`src/rtl/wb_arbiter.sv`:
```
// Two-master Wishbone arbiter: round-robin grant per bus cycle, tenancy held while
// the owner keeps cyc high, with a no-ack watchdog that ends a stalled tenancy with err.
module wb_arbiter #(
  parameter int unsigned TIMEOUT = 255
) (
  input  logic        clk_i,
  input  logic        rst_i,
  input  logic [31:0] m0_adr_i,
  input  logic        m0_cyc_i,
  input  logic        m0_stb_i,
  input  logic [1:0]  m0_sel_i,
  output logic [15:0] m0_dat_o,
  output logic        m0_ack_o,
  output logic        m0_err_o,
  input  logic [31:0] m1_adr_i,
  input  logic [15:0] m1_dat_i,
  input  logic        m1_we_i,
  input  logic [1:0]  m1_sel_i,
  input  logic        m1_cyc_i,
  input  logic        m1_stb_i,
  output logic [15:0] m1_dat_o,
  output logic        m1_ack_o,
  output logic        m1_err_o,
  output logic [31:0] wb_adr_o,
  output logic [15:0] wb_dat_o,
  output logic        wb_we_o,
  output logic [1:0]  wb_sel_o,
  output logic        wb_cyc_o,
  output logic        wb_stb_o,
  input  logic [15:0] wb_dat_i,
  input  logic        wb_ack_i
);

  typedef enum logic [1:0] {IDLE, GRANT0, GRANT1, ERR} state_t;

  localparam logic [7:0] TMO_LAST = 8'(TIMEOUT - 1);

  state_t     state, state_nxt;
  logic       last, last_nxt;
  logic [7:0] tmo, tmo_nxt;
  logic       err_pend, err_pend_nxt;
  logic       own_cyc, own_stb;

  // In GRANTn and ERR the owner is always the most recent winner.
  assign own_cyc = last ? m1_cyc_i : m0_cyc_i;
  assign own_stb = last ? m1_stb_i : m0_stb_i;

  always_ff @(posedge clk_i) begin
    if (rst_i) begin
      state    <= IDLE;
      last     <= 1'b1;
      tmo      <= 8'd0;
      err_pend <= 1'b0;
    end else begin
      state    <= state_nxt;
      last     <= last_nxt;
      tmo      <= tmo_nxt;
      err_pend <= err_pend_nxt;
    end
  end

  always_comb begin
    state_nxt    = state;
    last_nxt     = last;
    tmo_nxt      = tmo;
    err_pend_nxt = 1'b0;
    unique case (state)
      IDLE: begin
        tmo_nxt = 8'd0;
        if (m0_cyc_i && (!m1_cyc_i || last)) begin
          state_nxt = GRANT0;
          last_nxt  = 1'b0;
        end else if (m1_cyc_i) begin
          state_nxt = GRANT1;
          last_nxt  = 1'b1;
        end
      end
      GRANT0, GRANT1: begin
        // The watchdog takes priority over a release in the same cycle.
        if (own_stb && !wb_ack_i) begin
          if (tmo == TMO_LAST) begin
            state_nxt    = ERR;
            err_pend_nxt = 1'b1;
            tmo_nxt      = 8'd0;
          end else begin
            tmo_nxt = tmo + 8'd1;
            if (!own_cyc) state_nxt = IDLE;
          end
        end else begin
          tmo_nxt = 8'd0;
          if (!own_cyc) state_nxt = IDLE;
        end
      end
      ERR: begin
        tmo_nxt = 8'd0;
        if (!own_cyc) state_nxt = IDLE;
      end
      default: state_nxt = IDLE;
    endcase
  end

  always_comb begin
    wb_adr_o = 32'd0;
    wb_dat_o = 16'd0;
    wb_we_o  = 1'b0;
    wb_sel_o = 2'd0;
    wb_cyc_o = 1'b0;
    wb_stb_o = 1'b0;
    m0_dat_o = 16'd0;
    m0_ack_o = 1'b0;
    m0_err_o = 1'b0;
    m1_dat_o = 16'd0;
    m1_ack_o = 1'b0;
    m1_err_o = 1'b0;
    unique case (state)
      GRANT0: begin
        wb_adr_o = m0_adr_i;
        wb_sel_o = m0_sel_i;
        wb_cyc_o = m0_cyc_i;
        wb_stb_o = m0_stb_i;
        m0_ack_o = wb_ack_i;
        m0_dat_o = wb_dat_i;
      end
      GRANT1: begin
        wb_adr_o = m1_adr_i;
        wb_dat_o = m1_dat_i;
        wb_we_o  = m1_we_i;
        wb_sel_o = m1_sel_i;
        wb_cyc_o = m1_cyc_i;
        wb_stb_o = m1_stb_i;
        m1_ack_o = wb_ack_i;
        m1_dat_o = wb_dat_i;
      end
      ERR: begin
        m0_err_o = err_pend & ~last;
        m1_err_o = err_pend & last;
      end
      default: ;
    endcase
  end

endmodule

```
`config.mk`:
```
export PLATFORM = sky130hd
export DESIGN_NAME = wb_arbiter
export DESIGN_NICKNAME = d
export VERILOG_FILES = /design/src/rtl/wb_arbiter.sv
export SDC_FILE = /design/constraint.sdc
export NUM_CORES = 1
export LEC_CHECK = 0
export BUFFER_PORTS_ARGS = -buffer_cell sky130_fd_sc_hd__buf_4
export CAP_MARGIN = 20
export CORE_AREA = 3 3 75 77
export DETAILED_ROUTE_END_ITERATION = 8
export DIE_AREA = 0 0 78 80
export PLACE_DENSITY = 0.74
export REMOVE_ABC_BUFFERS = 1
export SYNTH_ARGS = -nofsm -noshare
export SYNTH_HDL_FRONTEND = slang
export SYNTH_SLANG_ARGS = --single-unit
```
`constraint.sdc`:
```
create_clock -name clk_i -period 2.35 [get_ports clk_i]
set_clock_uncertainty 0.2 [all_clocks]
set_input_delay 0.1175 -clock clk_i [delete_from_list [all_inputs] [get_ports clk_i]]
set_output_delay 0.1175 -clock clk_i [all_outputs]
set_load 0.02 [all_outputs]
```
==> run summary <==
The number of filler cells placed in the layout came out at 486. The achievable frequency is 476 MHz. The number of standard-cell rows in the floorplan came out at 26.

Once layout is complete, the cells apart from fillers number 474. The count of buffering cells on the critical path with inverters included is 1. The largest buffer count on any clock path came out at 2. The TritonCTS sink count came out at 12. In this run the worst path has a maximum fanout of 6.

The overall die area came out at 0.00624 sq mm. The max-cap violation count came out at 0. The number of diodes came out at 0. The synthesized design contains 0 enable-type register cells.

The total CTS buffers is 3. The per-instance average area after synthesis is 6.99 sq um. The I/O pin count is 197. The register area is 240 sq um. Data arrives at the worst endpoint at 2.07 ns.

The routed design has 7100 microns of wire. The final weighted congestion of routability-driven global placement came out at 0.864. The critical path's top delay family is simple AND/OR/NAND/NOR gates. The number of hold violations in the final report was 0. The worst pin sits at a relative slew slack of 0.743. The final-report setup violation count came out at 0.

The worst setup path is launched from a register. The register area share after synthesis came out at 0.159. The first-pass detailed-route iteration total came out at 4.

The endpoint with the worst hold slack is last. The standby leakage power is 1.55 nW. The total of buffers placed on input and output ports came out at 196. In the synthesized netlist the dominant register cell turns out to be sky130_fd_sc_hd__dfxtp_1.

Setup repair after global routing left no endpoint under its margin. The clock latency of the later-clocked register in the worst-skew pair is 0.24 ns. The via density per instance came out at 4.64. Hold repair after CTS inserted 2 buffers. The worst hold path begins at m0_cyc_i.

Hold timing on the final database bottoms out at a slack of 0.0425 ns. The largest individual stage delay along the critical path comes from the cell sky130_fd_sc_hd__or4b_2. The number of DRC markers in iteration 0 came out at 54. The final HPWL from detailed placement is 5840 microns. The post-detailed-route DRC marker count is 0. The kind of critical path is register to register.

In the final layout, the multi-input gates occupy 0.00118 sq mm. The required time of the critical path came out at 2.32 ns. The number of global-route vias before repair is 2122. The stage delay of the slowest cell on the critical path is 0.62 ns. In the global route stage, overall resource usage came out at 0.210.

The buffers inserted during post-CTS setup optimization is 0. The number of unique standard cell types used by synthesis is 25. The transition time of the tightest slew-check pin is 0.385 ns.

The worst hold path belongs to the class input pin to register. Of the available clock period, the critical path in the final layout requires 0.893. The area growth from synthesis to final layout came out at 108%. The cell count after synthesis is 216. The number of pins with negative max-slew slack in the final report came out at 0.

The register-to-register setup slack is 0.25 ns. The number of placed instances, taps included came out at 468. The fraction of registers with async set/reset is 0.

Dividing total power by cell area gives a power density of 375 mW/mm^2. The hold-critical path depth is 3. In this run the horizontal extent of the chip is 78 microns. TritonCTS built the clock tree. The total vias in the final route is 2201. The fraction of final layout cells sized beyond drive strength 1 is 0.517.

The count of H-tree levels built during CTS came out at 1. The final core area utilization is 0.619. The routed design could run at a clock period as short as 2.10 ns. Counting cells, the worst reg-to-reg path comes to 6. After detailed routing, the average wire length per cell comes to 15.0 microns. Entering global routing, the biggest net connects 39 pins.

The remaining global-route overflow came out at 0. The remaining antenna violation count is 0. The floorplan step defined a core boundary enclosing 0.00507 sq mm. The initial utilization of the core area, before any placement, comes to 0.298. The worst IR drop on VDD came out at 394 uV. The buffer type at the clock tree root is sky130_fd_sc_hd__clkbuf_8. In this run the critical register-to-register path is captured at state[0]. Clock-pin slew was measured on the worst setup and hold paths at 0.05 ns.

The synthesis warning total is 0. The run finished with clean final reports. The wire length of the first global-routing pass came out at 10600 microns.

The count of instances resized after the clock tree is built is 0. The worst setup path is captured at a register. At the end of the flow, the number of nets in the layout was 519. The startpoint identified for the worst register-to-register timing path is state[1]. The count of state elements after synthesis came out at 12. Walking the worst path, the cells encountered are inv_1, ha_1, nor2_1, or4b_2, a21o_1, a31oi_1. The height of the chip is 80 microns. The initial antenna violation count came to 1. The mapped netlist covers 0.00151 sq mm.
## Yosys cell counts, types with 2 or more instances
cell | number | share of area
sky130_fd_sc_hd__and2_1 | 51 | 0.21
sky130_fd_sc_hd__a22oi_1 | 36 | 0.18
sky130_fd_sc_hd__nor2b_1 | 36 | 0.15
sky130_fd_sc_hd__clkbuf_1 | 19 | 0.047
sky130_fd_sc_hd__nor2_1 | 14 | 0.035
sky130_fd_sc_hd__dfxtp_1 | 12 | 0.16
sky130_fd_sc_hd__ha_1 | 6 | 0.050
sky130_fd_sc_hd__nand2_1 | 6 | 0.015
sky130_fd_sc_hd__a31oi_1 | 5 | 0.021
sky130_fd_sc_hd__nand3_1 | 5 | 0.017
sky130_fd_sc_hd__inv_1 | 4 | 0.0099
sky130_fd_sc_hd__and3_1 | 3 | 0.012
sky130_fd_sc_hd__xnor2_1 | 3 | 0.017
sky130_fd_sc_hd__xor2_1 | 3 | 0.017
sky130_fd_sc_hd__a21oi_1 | 2 | 0.0066
sky130_fd_sc_hd__nor3b_1 | 2 | 0.0099
## worst register-to-register path, cell delays in order, from the launching register on
cell                      delay (ns)
sky130_fd_sc_hd__dfxtp_1        0.44
sky130_fd_sc_hd__inv_1          0.10
sky130_fd_sc_hd__ha_1           0.30
sky130_fd_sc_hd__nor2_1         0.07
sky130_fd_sc_hd__or4b_2         0.62
sky130_fd_sc_hd__a21o_1         0.19
sky130_fd_sc_hd__a31oi_1        0.11
## per-layer routing
layer  wire length [microns]  track usage
met1                    2690        0.240
met2                    3730        0.392
met3                     572       0.0508
met4                      99       0.0472
met5                       7            0
## cells in the final DEF (no fill, tap or decap), types with 2 or more instances in the layout
master / count
sky130_fd_sc_hd__ha_1: 4
sky130_fd_sc_hd__nor3b_1: 2
sky130_fd_sc_hd__and2_1: 51
sky130_fd_sc_hd__dfxtp_1: 12
sky130_fd_sc_hd__nor2_1: 14
sky130_fd_sc_hd__and3_1: 3
sky130_fd_sc_hd__buf_12: 2
sky130_fd_sc_hd__xor2_1: 3
sky130_fd_sc_hd__xnor2_1: 3
sky130_fd_sc_hd__a31oi_1: 5
sky130_fd_sc_hd__ha_2: 2
sky130_fd_sc_hd__a22oi_1: 36
sky130_fd_sc_hd__clkbuf_8: 4
sky130_fd_sc_hd__nor2b_1: 36
sky130_fd_sc_hd__nand3_1: 5
sky130_fd_sc_hd__inv_1: 4
sky130_fd_sc_hd__nand2_1: 6
sky130_fd_sc_hd__a21oi_1: 2
sky130_fd_sc_hd__dlygate4sd3_1: 2
sky130_fd_sc_hd__buf_4: 200
## final cells by class
cell class | instances | area share
timing repair buffer | 204 | 0.497
multi-input combinational | 180 | 0.377
sequential | 12 | 0.0764
tap | 70 | 0.0279
clock buffer | 4 | 0.0175
inverter | 4 | 0.00478
## worst max-delay path by stage
stage / startpoint / to / slack (ns) / cells after the start
6_report: state[1] / state[0] / 0.25 / 6
5_1_grt: state[1] / wb_sel_o[0] / 0.08 / 6
4_1_cts: state[1] / wb_adr_o[0] / 0.22 / 6
3_5_place_dp: state[1] / state[0] / 0.27 / 6
3_3_place_gp: state[1] / state[0] / 0.35 / 6
2_1_floorplan: state[1] / state[0] / -0.03 / 6
## state kept, by name, indices dropped and copies added (netlist names)
register / cells
err_pend: 1
last: 1
state: 2
tmo: 8
## power breakdown
group	internal, W	switching (W)
registers	0.000211	0.0000103
clock network	0.000148	0.0000797
logic	0.000375	0.000356
## per-stage QoR
step | TNS, ns | setup WS (ns) | power (W) | instance area [sq um]
CTS | 0 | 0.215 | 0.00119 | 3140
global route | 0 | 0.0846 | 0.00126 | 3140
detailed placement | 0 | 0.267 | 0.000959 | 3070
finish | 0 | 0.251 | 0.00118 | 3140
floorplan | -0.713 | -0.0304 | 0.000585 | 1430
global placement | 0 | 0.349 | 0.000949 | 3070
## cell families (layout without fill, tap and decap cells)
logic type	Yosys count	in the layout	share of synthesized area
and+or+nand+nor	122	122	0.472
xor gates and xnor gates	6	6	0.0348
AOI/OAI and AO/OA	45	45	0.217
adders and majority gates	6	6	0.0497
DFF	12	12	0.159
muxes	1	1	0.00663
buffers and inverters	24	212	0.0605
Note: power is estimated with default switching activity, not from simulation.
